`src/rtl/traffic_pkg.sv`:
```
// Shared light encodings and checker phase codes for the highway/local-road
// traffic light system.
package traffic_pkg;

    localparam logic [2:0] RED = 3'b001;
    localparam logic [2:0] YEL = 3'b010;
    localparam logic [2:0] GRE = 3'b100;

    // Checker states double as the controller's phase codes.
    typedef enum logic [2:0] {
        HG  = 3'd0,
        HY  = 3'd1,
        RR1 = 3'd2,
        LG  = 3'd3,
        LY  = 3'd4,
        RR2 = 3'd5,
        ERR = 3'd6
    } phase_e;

    // Expected {hw_light, lr_light} pair for each phase.
    function automatic logic [5:0] phase_pair(input phase_e p);
        logic [5:0] pair;
        case (p)
            HG:       pair = {GRE, RED};
            HY:       pair = {YEL, RED};
            RR1, RR2: pair = {RED, RED};
            LG:       pair = {RED, GRE};
            LY:       pair = {RED, YEL};
            default:  pair = 6'b000000;
        endcase
        return pair;
    endfunction

    // Successor in the legal phase cycle.
    function automatic phase_e phase_next(input phase_e p);
        phase_e n;
        case (p)
            HG:      n = HY;
            HY:      n = RR1;
            RR1:     n = LG;
            LG:      n = LY;
            LY:      n = RR2;
            RR2:     n = HG;
            default: n = ERR;
        endcase
        return n;
    endfunction

    function automatic logic is_light(input logic [2:0] v);
        return (v == RED) || (v == YEL) || (v == GRE);
    endfunction

endpackage

```
`src/rtl/light_seq_checker.sv`:
```
// Tracks the controller's light phase and flags any illegal light pair or
// illegal phase transition. The error is sticky until reset.
module light_seq_checker
    import traffic_pkg::*;
(
    input  logic       clk,
    input  logic       rst_n,
    input  logic [2:0] hw_light,
    input  logic [2:0] lr_light,
    input  logic       lr_has_car,
    output logic       light_err
);

    phase_e     state_q, state_d;
    logic       has_car_q;  // lr_has_car as seen in the previous cycle
    logic [5:0] pair;

    assign pair = {hw_light, lr_light};

    // Next phase: stay on a matching pair, advance on the successor pair, else error.
    always_comb begin
        state_d = state_q;
        if (state_q == ERR) begin
            state_d = ERR;
        end else if (!is_light(hw_light) || !is_light(lr_light)) begin
            state_d = ERR;
        end else if (pair == phase_pair(state_q)) begin
            state_d = state_q;
        end else if (pair == phase_pair(phase_next(state_q))) begin
            // Highway may only yield when a local car was already waiting.
            if (state_q == HG && !has_car_q) begin
                state_d = ERR;
            end else begin
                state_d = phase_next(state_q);
            end
        end else begin
            state_d = ERR;
        end
    end

    // Phase register and delayed car-request copy.
    always_ff @(posedge clk) begin
        if (!rst_n) begin
            state_q   <= HG;
            has_car_q <= 1'b0;
        end else begin
            state_q   <= state_d;
            has_car_q <= lr_has_car;
        end
    end

    assign light_err = (state_q == ERR);

endmodule

```
`src/rtl/lr_traffic_queue.sv`:
```
// Local-road car queue: counts waiting cars, requests green from the
// controller, releases one car per green cycle and checks the light sequence.
module lr_traffic_queue
    import traffic_pkg::*;
#(
    parameter int DEPTH = 15,
    parameter int CNT_W = 4
) (
    input  logic             clk,
    input  logic             rst_n,
    input  logic             car_arrive,
    input  logic [2:0]       hw_light,
    input  logic [2:0]       lr_light,
    output logic             lr_has_car,
    output logic [CNT_W-1:0] car_count,
    output logic             car_depart,
    output logic             overflow,
    output logic             light_err
);

    logic [CNT_W-1:0] count_q, count_d;
    logic             depart_q;
    logic             overflow_q, overflow_d;
    logic             go;
    logic             full;

    assign go   = (lr_light == GRE) && (count_q != '0);
    assign full = (count_q == CNT_W'(DEPTH));

    // Next count: arrivals add, green departures subtract, both cancel.
    always_comb begin
        count_d    = count_q;
        overflow_d = overflow_q;
        if (car_arrive && !go) begin
            if (full) begin
                overflow_d = 1'b1;
            end else begin
                count_d = count_q + CNT_W'(1);
            end
        end else if (go && !car_arrive) begin
            count_d = count_q - CNT_W'(1);
        end
    end

    // Queue state registers.
    always_ff @(posedge clk) begin
        if (!rst_n) begin
            count_q    <= '0;
            depart_q   <= 1'b0;
            overflow_q <= 1'b0;
        end else begin
            count_q    <= count_d;
            depart_q   <= go;
            overflow_q <= overflow_d;
        end
    end

    assign car_count  = count_q;
    assign lr_has_car = (count_q != '0);
    assign car_depart = depart_q;
    assign overflow   = overflow_q;

    light_seq_checker u_checker (
        .clk        (clk),
        .rst_n      (rst_n),
        .hw_light   (hw_light),
        .lr_light   (lr_light),
        .lr_has_car (lr_has_car),
        .light_err  (light_err)
    );

endmodule

```
`config.mk`:
```
export PLATFORM = sky130hd
export DESIGN_NAME = lr_traffic_queue
export DESIGN_NICKNAME = d
export VERILOG_FILES = /design/src/rtl/traffic_pkg.sv /design/src/rtl/light_seq_checker.sv /design/src/rtl/lr_traffic_queue.sv
export SDC_FILE = /design/constraint.sdc
export NUM_CORES = 1
export LEC_CHECK = 0
export ABC_AREA = 0
export ABC_CLOCK_PERIOD_IN_PS = 2400
export CAP_MARGIN = 5
export CORE_MARGIN = 2
export CORE_UTILIZATION = 27
export DETAILED_ROUTE_END_ITERATION = 8
export GPL_ROUTABILITY_DRIVEN = 0
export PLACE_DENSITY_LB_ADDON = 0.12
export SYNTH_ARGS = -nofsm -noshare
export SYNTH_HDL_FRONTEND = slang
export SYNTH_HIERARCHICAL = 1
export SYNTH_SLANG_ARGS = --single-unit
```
`constraint.sdc`:
```
create_clock -name clk -period 2.4 [get_ports clk]
set_clock_uncertainty 0.1 [all_clocks]
set_input_delay 0.48 -clock clk [delete_from_list [all_inputs] [get_ports clk]]
set_output_delay 0.48 -clock clk [all_outputs]
set_load 0.05 [all_outputs]
```
==> impl_metrics.json, run 1 <==
{
  "maxSlewHeadroom_pct": 66.7,
  "synth_top_area_share_pct": 19.6,
  "critPathCaptureType": "register",
  "synth.net_count": 141,
  "synth-seq-area-share_pct": 19.6,
  "slowest_stage": "clkdlybuf4s50_1",
  "syn-instance-count": 127,
  "layout_commonest_cell": "buf_4",
  "clk-insertion-delay-late_ns": 0.24,
  "cp_slowest_stage_delay_ns": 0.47,
  "mostFrequentLayoutCells": "buf_4 (18), clkdlybuf4s50_1 (14), dfxtp_1 (10), nand2_1 (9), o21ai_0 (8)",
  "core_region_area_um2": 3660,
  "worstPathArrival_ns": 2.39,
  "yosysWarnings": 6,
  "htree_num_levels": 1,
  "via_count_of_the_first_global_routing_pass": 1094,
  "setup_viol_count_final": 0,
  "die_area_um2": 4300,
  "layout_min_cycle_time_ns": 2.34,
  "power-per-cell-area_nw_per_um2": 518,
  "cts.sink_count": 10,
  "synth_top_area_cell": "dfxtp_1",
  "finalHoldViolCount": 0,
  "placement.io_buffers": 16,
  "tritoncts": "yes",
  "crit_path_max_fanout": 3,
  "first_iter_violations": 66,
  "required_ns": 2.46,
  "floorplan.rows": 22,
  "fmax_mhz": 428,
  "largest_net_degree_at_the_start_of_global_routing": 17,
  "count_of_state_elements_after_synthesis": 10,
  "routed-via-count": 1064,
  "final_antenna_net_count": 0,
  "postLayoutSetupSlackWorst_ns": 0.0629,
  "tightest_slew_ns": 0.499,
  "tns_ns": 0,
  "clockBufferDepth": 2,
  "initial_core_utilization_pct": 28.0,
  "final.period_utilization_pct": 97.4,
  "timing_max_transition_violations_final": 0,
  "hold_path_depth": 1,
  "post_synth_instance_area_um2": 1020,
  "drc": 0,
  "place_worst_setup_slack_ns": -0.285,
  "floorplan.io_pins": 17,
  "synth_top_cells_by_area": "dfxtp_1 (20%), ha_1 (4.9%), mux2i_1 (4.9%)",
  "setup.worst_path.start_class": "input port",
  "die_h_um": 65.6,
  "drt-pass1-iter-count": 4,
  "worst_setup_hold_path_clk_slew_ns": 0.05,
  "finish.net_count": 173,
  "final-instance-count-excl-fill": 206,
  "synth_edf_count": 0,
  "run_status": "finished clean",
  "critical_path_cell_list": "clkdlybuf4s50_1 -> or3b_4 -> o21ai_4 -> buf_4 -> ha_1 -> nand3_1 -> and2_4 -> nand2_1 -> o221ai_1",
  "asyncSetResetFlopFracSynth_pct": 0,
  "synth_area_per_cell_um2": 8.06,
  "grt_setup_unrepaired": "yes",
  "hold_path_class": "reg2reg",
  "leakage_power_nw": 0.578,
  "finalWirelength_mm": 2.78,
  "post-dp-hpwl_mm": 2.09,
  "fill_cells": 379,
  "drive_gt1_share_pct": 24.1,
  "floorplan.die.width_um": 65.6,
  "timing.setup.critical_path_class": "in2reg",
  "cap_violations": 0,
  "grt_antenna_before_repair": 0,
  "ff2ff_path_depth": 7,
  "wire_length_of_the_first_global_routing_pass_mm": 4.91,
  "post-layout-total-power_mw": 0.749,
  "numPlacedInstances": 202,
  "yosysUniqueCellTypes": 52,
  "vdd_drop_max_mv": 0.282,
  "cts-root-buf": "clkbuf_8",
  "synthFlopType": "dfxtp_1",
  "grt_use_total_pct": 14.4,
  "tritoncts.num_buffers": 3,
  "globalRoute.totalOverflow": 0,
  "areaGrowthSynthToFinish_pct": 41.2,
  "via_per_inst": 5.17,
  "route.detailed.wl_per_inst_um": 13.5,
  "antenna_cells_inserted": 0
}
critical path, delay by kind of cell:
family | cells | cell delay, ns
AOI/OAI and AO/OA | 2 | 0.33
and+or+nand+nor | 4 | 0.75
adders and majority gates | 1 | 0.22
buffers and inverters | 2 | 0.61
area by class of cell:
cell class / instances / area, µm² / area share [%]
flip-flops and latches: 10 / 200 / 13.9
inverters: 5 / 18.8 / 1.30
repair buffers: 35 / 319 / 22.1
clock buffers: 4 / 55.1 / 3.81
well taps: 48 / 60.1 / 4.16
multi-input cells: 104 / 792 / 54.8
state kept, by name, summed over array words and instances, names as in the netlist:
name	count
car_count	4
u_checker/state_q	3
car_depart	1
overflow	1
u_checker/has_car_q	1
per-stage QoR:
| step | utilization, % | cell area [µm²] | hold slack, ns |
|---|---|---|---|
| 3_3_place_gp | 37.0 | 1360 | 0.357 |
| 2_1_floorplan | - | 1030 | 0.455 |
| 5_1_grt | 39.5 | 1450 | 0.403 |
| 4_1_cts | 38.7 | 1420 | 0.391 |
| 3_5_place_dp | 37.0 | 1360 | 0.367 |
| 6_report | 39.5 | 1450 | 0.388 |
worst paths after layout:
path	start	endpoint	slack [ns]
worst min-delay path	overflow	overflow	0.39
worst max register to register	u_checker/state_q[1]	u_checker/state_q[1]	0.29
worst max-delay path	lr_light[2]	car_count[3]	0.06
worst min register to register	overflow	overflow	0.39
cells in the mapped netlist (2+ instances only):
library cell	instances
ha_1	4
inv_1	4
nand2b_1	6
xor2_1	5
xnor2_1	2
nand2_1	9
nor3_1	4
nand3_1	2
nor2_1	8
or3_1	2
dfxtp_1	10
and3b_1	2
and2_1	2
o21ai_1	2
o21ai_0	8
a21oi_1	4
o21a_1	2
nor3b_1	2
buf_2	6
o221ai_1	2
nor4_1	2
o31ai_1	2
nor2b_1	4
mux2i_1	5
kinds of logic after synthesis:
family,share of synthesized area [%]
and+or+nand+nor,32.0
adders and majority gates,6.85
buffers and inverters,6.36
muxes,4.89
DFF,19.6
xor gates and xnor gates,5.99
AOI/OAI and AO/OA,24.3
per-layer routing:
metal	global-route usage, %	part of all wire [%]	up-vias
met5	0	0	-
met2	25.6	49	21
met1	17.9	46	511
met4	4.69	1.2	0
li1	-	-	528
met3	1.71	3.7	4
what timing repair did:
| action | 4_1_cts | 5_1_grt |
|---|---|---|
| endpoints found under the setup margin | 1 | 6 |
| pin swaps | 0 | 2 |
| setup buffers | 0 | 0 |
| resized for setup | 2 | 7 |
| hold buffers | 0 | 0 |
where the power goes:
group          switching, mW  internal (mW)  total (mW)
registers             0.0183          0.183       0.201
logic                  0.188          0.146       0.334
clock network         0.0687          0.144       0.213
(Power assumes the default switching activity.)
==> run 2, diff against run 1 <==
--- a/config.mk
+++ b/config.mk
@@ -13,7 +13,10 @@
 export DETAILED_ROUTE_END_ITERATION = 8
 export GPL_ROUTABILITY_DRIVEN = 0
 export PLACE_DENSITY_LB_ADDON = 0.12
+export RECOVER_POWER = 25
+export SKIP_LAST_GASP = 1
 export SYNTH_ARGS = -nofsm -noshare
 export SYNTH_HDL_FRONTEND = slang
 export SYNTH_HIERARCHICAL = 1
 export SYNTH_SLANG_ARGS = --single-unit
+export TNS_END_PERCENT = 50
==> impl_metrics.json, run 2 (synthesis results as in run 1) <==
{
  "run_status": "finished clean",
  "tritoncts": "yes",
  "kind_of_cell_adding_the_most_delay_to_the_critical_path": "simple AND/OR/NAND/NOR gates",
  "postLayoutSetupSlackWorst_ns": 0.0492,
  "clk-insertion-delay-late_ns": 0.24,
  "cap_violations": 0,
  "timing_max_transition_violations_final": 0,
  "cts-root-buf": "clkbuf_8",
  "fin_hold_ws_ns": 0.388,
  "clockBufferDepth": 2,
  "floorplan.rows": 22,
  "routed-via-count": 1054,
  "floorplan.io_pins": 17,
  "final-instance-count-excl-fill": 206,
  "tightest_slew_ns": 0.505,
  "finalWirelength_mm": 2.77,
  "wire_length_of_the_first_global_routing_pass_mm": 4.91,
  "required_ns": 2.46,
  "grt_setup_unrepaired": "yes",
  "layout_commonest_cell": "buf_4",
  "cp_slowest_stage_delay_ns": 0.47,
  "largest_reg_flops": 4,
  "numPlacedInstances": 202,
  "finish.net_count": 173,
  "final_antenna_net_count": 0,
  "post-dp-hpwl_mm": 2.09,
  "stdcell_area_um2": 1420,
  "htree_num_levels": 1,
  "floorplan.die.width_um": 65.6,
  "critical_path_cell_list": "clkdlybuf4s50_1 -> or3b_4 -> o21ai_2 -> buf_4 -> ha_1 -> nand3_1 -> and2_1 -> nand2_1 -> o221ai_1",
  "core_region_area_um2": 3660,
  "drc": 0,
  "cp_num_buf_inv": 2,
  "hold_path_class": "reg2reg",
  "worstPathArrival_ns": 2.41,
  "tritoncts.num_buffers": 3,
  "grt_antenna_before_repair": 0,
  "drt-pass1-iter-count": 4,
  "leakage_power_nw": 0.568,
  "layout_min_cycle_time_ns": 2.35,
  "largest_net_degree_at_the_start_of_global_routing": 17,
  "vdd_drop_max_mv": 0.283,
  "power-per-cell-area_nw_per_um2": 521,
  "finalHoldViolCount": 0,
  "maxSlewHeadroom_pct": 66.3,
  "route.detailed.wl_per_inst_um": 13.4,
  "die_h_um": 65.6,
  "setup_viol_count_final": 0,
  "placement.io_buffers": 16,
  "critPathCaptureType": "register",
  "via_per_inst": 5.12,
  "die_area_um2": 4300,
  "initial_core_utilization_pct": 28.0,
  "via_count_of_the_first_global_routing_pass": 1094,
  "crit_path_max_fanout": 3,
  "setup.worst_path.start_class": "input port",
  "final.period_utilization_pct": 97.9,
  "grt_use_total_pct": 14.4,
  "drive_gt1_share_pct": 21.5,
  "antenna_cells_inserted": 0,
  "timing.setup.critical_path_class": "in2reg",
  "post-layout-total-power_mw": 0.740,
  "cts.sink_count": 10,
  "worst_setup_hold_path_clk_slew_ns": 0.05,
  "mostFrequentLayoutCells": "buf_4 (18), clkdlybuf4s50_1 (14), dfxtp_1 (10), nand2_1 (9)",
  "globalRoute.totalOverflow": 0,
  "fmax_mhz": 425,
  "areaGrowthSynthToFinish_pct": 38.6,
  "place_worst_setup_slack_ns": -0.285,
  "first_iter_violations": 39,
  "placed_area_um2": 1360,
  "post_cts_hold_buffer_count": 0,
  "slowest_stage": "clkdlybuf4s50_1"
}
==> run 2: cell count changes in the layout (fill, tap and decap cells not counted) <==
cell	before	now
and2_1	1	2
and2_4	1	0
buf_6	1	0
clkbuf_1	0	1
nor2_1	7	8
nor2_2	1	0
nor4_1	1	2
nor4_2	1	0
o21ai_2	0	1
o21ai_4	1	0
==> run 2: per-stage QoR <==
stage          util [%]  TNS [ns]
2_1_floorplan         -         0
3_3_place_gp       37.0    -0.691
3_5_place_dp       37.0    -0.860
4_1_cts            38.7         0
5_1_grt            38.8    -0.291
6_report           38.8         0
==> run 2: layout make-up <==
type	count	area, µm²
flip-flops and latches	10	200
well taps	48	60.1
inverters	5	18.8
clock buffers	4	55.1
repair buffers	35	312
multi-input cells	104	773
fillers	387	2240
==> run 2: where the power goes <==
group	switching (mW)	total, mW	internal (mW)
logic	0.184	0.325	0.141
clock network	0.0690	0.214	0.144
registers	0.0184	0.201	0.183
==> run 2: routing by layer <==
metal  vias to the layer above  routed length (µm)  GRT usage [%]
met5                         -                   0              0
met3                         4                  83           1.71
met4                         0                  34           4.69
met2                        20                1370           25.6
li1                        528                   -              -
met1                       502                1280           17.9
==> run 2: worst paths after layout <==
| check | start | endpoint | slack, ns | depth (start not counted) |
|---|---|---|---|---|
| min | overflow | overflow | 0.39 | 1 |
| max reg2reg | u_checker/state_q[1] | u_checker/state_q[1] | 0.32 | 7 |
| max | lr_light[2] | car_count[3] | 0.05 | 9 |
| min reg2reg | overflow | overflow | 0.39 | 1 |
==> run 2: what timing repair did <==
| action | in CTS | in global routing |
|---|---|---|
| setup endpoints to repair | 1 | 6 |
| buffers inserted | 0 | 0 |
| gates resized for setup | 2 | 2 |
| hold endpoints to repair | 0 | 0 |
==> run 2: worst register-to-register path: stages, from the launching register on <==
cell and delay [ns]:
dfxtp_1 0.31, ha_1 0.29, nand2b_1 0.22, or3_1 0.32, a32o_1 0.26, nand4b_1 0.11
o31ai_1 0.08, a221oi_1 0.29
==> run 3, diff against run 2 <==
--- a/config.mk
+++ b/config.mk
@@ -11,9 +11,7 @@
 export CORE_MARGIN = 2
 export CORE_UTILIZATION = 27
 export DETAILED_ROUTE_END_ITERATION = 8
-export GPL_ROUTABILITY_DRIVEN = 0
 export PLACE_DENSITY_LB_ADDON = 0.12
-export RECOVER_POWER = 25
 export SKIP_LAST_GASP = 1
 export SYNTH_ARGS = -nofsm -noshare
 export SYNTH_HDL_FRONTEND = slang
==> impl_metrics.json, run 3 (synthesis results as in run 1) <==
{
  "run_status": "finished clean",
  "drt-pass1-iter-count": 4,
  "die_area_um2": 4300,
  "vdd_drop_max_mv": 0.283,
  "slowest_stage": "clkdlybuf4s50_1",
  "first_iter_violations": 39,
  "cts-root-buf": "clkbuf_8",
  "cap_violations": 0,
  "post-dp-hpwl_mm": 2.09,
  "wire_length_of_the_first_global_routing_pass_mm": 4.91,
  "maxSlewHeadroom_pct": 66.2,
  "tightest_slew_ns": 0.506,
  "tritoncts": "yes",
  "mostFrequentLayoutCells": "buf_4 (19), clkdlybuf4s50_1 (14), dfxtp_1 (10), nand2_1 (9)",
  "tritoncts.num_buffers": 3,
  "finalWeightedCongestion": 0.810,
  "placed_area_um2": 1360,
  "fmax_mhz": 425,
  "setup.worst_path.start_class": "input port",
  "timing.rr.end": "u_checker/state_q[1]",
  "largest_net_degree_at_the_start_of_global_routing": 17,
  "placement.io_buffers": 16,
  "htree_num_levels": 1,
  "finalWirelength_mm": 2.77,
  "antenna_cells_inserted": 0,
  "floorplan.rows": 22,
  "final.period_utilization_pct": 97.9,
  "fin_hold_ws_ns": 0.388,
  "clockBufferDepth": 2,
  "final_antenna_net_count": 0,
  "grt_setup_unrepaired": "yes",
  "setup_viol_count_final": 0,
  "globalRoute.totalOverflow": 0,
  "finish.net_count": 173,
  "drive_gt1_share_pct": 22.2,
  "layout_commonest_cell": "buf_4",
  "timing_max_transition_violations_final": 0,
  "largest_reg_flops": 4,
  "route.detailed.wl_per_inst_um": 13.4,
  "layout_min_cycle_time_ns": 2.35,
  "finalHoldViolCount": 0,
  "hold_path_class": "reg2reg",
  "grt_antenna_before_repair": 0,
  "floorplan.io_pins": 17,
  "cp_slowest_stage_delay_ns": 0.47,
  "die_h_um": 65.6,
  "core_region_area_um2": 3660,
  "startpoint_of_the_worst_slack_reg_to_reg_timing_path": "u_checker/state_q[1]",
  "crit_path_max_fanout": 3,
  "timing.hold.worst_endpoint": "overflow",
  "timing.setup.critical_path_class": "in2reg",
  "critPathCaptureType": "register",
  "via_count_of_the_first_global_routing_pass": 1094,
  "grt_use_total_pct": 14.4,
  "hold_path_depth": 1,
  "leakage_power_nw": 0.572,
  "hp-start": "overflow",
  "via_per_inst": 5.12,
  "worst_setup_hold_path_clk_slew_ns": 0.05,
  "ff2ff_path_depth": 7,
  "stdcell_area_um2": 1420,
  "cts.sink_count": 10,
  "critical_path_cell_list": "clkdlybuf4s50_1 -> or3b_4 -> o21ai_2 -> buf_4 -> ha_1 -> nand3_1 -> and2_1 -> nand2_1 -> o221ai_1",
  "routed-via-count": 1055,
  "drc": 0,
  "floorplan.die.width_um": 65.6,
  "worstPathArrival_ns": 2.41,
  "power-per-cell-area_nw_per_um2": 520,
  "reg2reg_slack_ns": 0.32,
  "required_ns": 2.46,
  "clk-insertion-delay-late_ns": 0.24,
  "post_cts_hold_buffer_count": 0,
  "areaGrowthSynthToFinish_pct": 39.0,
  "initial_core_utilization_pct": 28.0
}
run 3: cell types whose count changed in the layout (fill, tap and decap cells not counted), sizes merged:
cell	before	now
buf	19	20
clkbuf	5	4
run 3: metrics by stage:
| stage | util [%] | power (mW) | TNS, ns | setup WS (ns) | cells |
|---|---|---|---|---|---|
| after floorplan | - | 0.411 | 0 | 0.203 | 127 |
| after global placement | 37.0 | 0.521 | -0.691 | -0.194 | 202 |
| after detailed placement | 37.0 | 0.526 | -0.860 | -0.285 | 202 |
| after CTS | 38.7 | 0.749 | 0 | 0.00256 | 206 |
| after global routing | 38.9 | 0.792 | -0.291 | -0.0755 | 206 |
| final | 38.9 | 0.740 | 0 | 0.0497 | 206 |
run 3: timing repair:
| item | 4_1_cts | 5_1_grt |
|---|---|---|
| resized for setup | 2 | 2 |
| endpoints found under the setup margin | 1 | 6 |
| hold endpoints to repair | 0 | 0 |
| setup buffers | 0 | 0 |
run 3: worst max-delay path: cells and delay by family:
family                   cells  cell delay (ns)
AND/OR/NAND/NOR              4             0.74
buffers and inverters        2             0.62
AO/OA/AOI/OAI                2             0.34
adder cells (fa/ha/maj)      1             0.22
run 3: layout make-up:
class	instances	area [µm²]
fillers	385	2240
flip-flops and latches	10	200
clock buffers	4	55.1
repair buffers	35	315
multi-input cells	104	773
well taps	48	60.1
inverters	5	18.8
run 3: worst max-delay path by stage:
stage	from	end	slack, ns
after floorplan	car_count[0]	car_count[3]	0.20
after global placement	lr_light[2]	car_count[3]	-0.19
after detailed placement	lr_light[2]	car_count[3]	-0.28
after CTS	car_count[3]	lr_has_car	0.003
after global routing	lr_light[0]	u_checker/state_q[1]	-0.08
final	lr_light[2]	car_count[3]	0.05
run 3: report_power, final:
group	total (mW)	internal [mW]	leakage [nW]	switching [mW]
sequential	0.201	0.183	0.0826	0.0184
clock	0.214	0.145	0.0288	0.0691
combinational	0.325	0.142	0.461	0.184
run 3: per-layer routing:
| metal | share of wire [%] | wire length, µm | GRT usage, % |
|---|---|---|---|
| met1 | 46 | 1280 | 17.9 |
| met2 | 49 | 1370 | 25.6 |
| met3 | 3.0 | 83 | 1.71 |
| met4 | 1.2 | 34 | 4.69 |
| met5 | 0 | 0 | 0 |
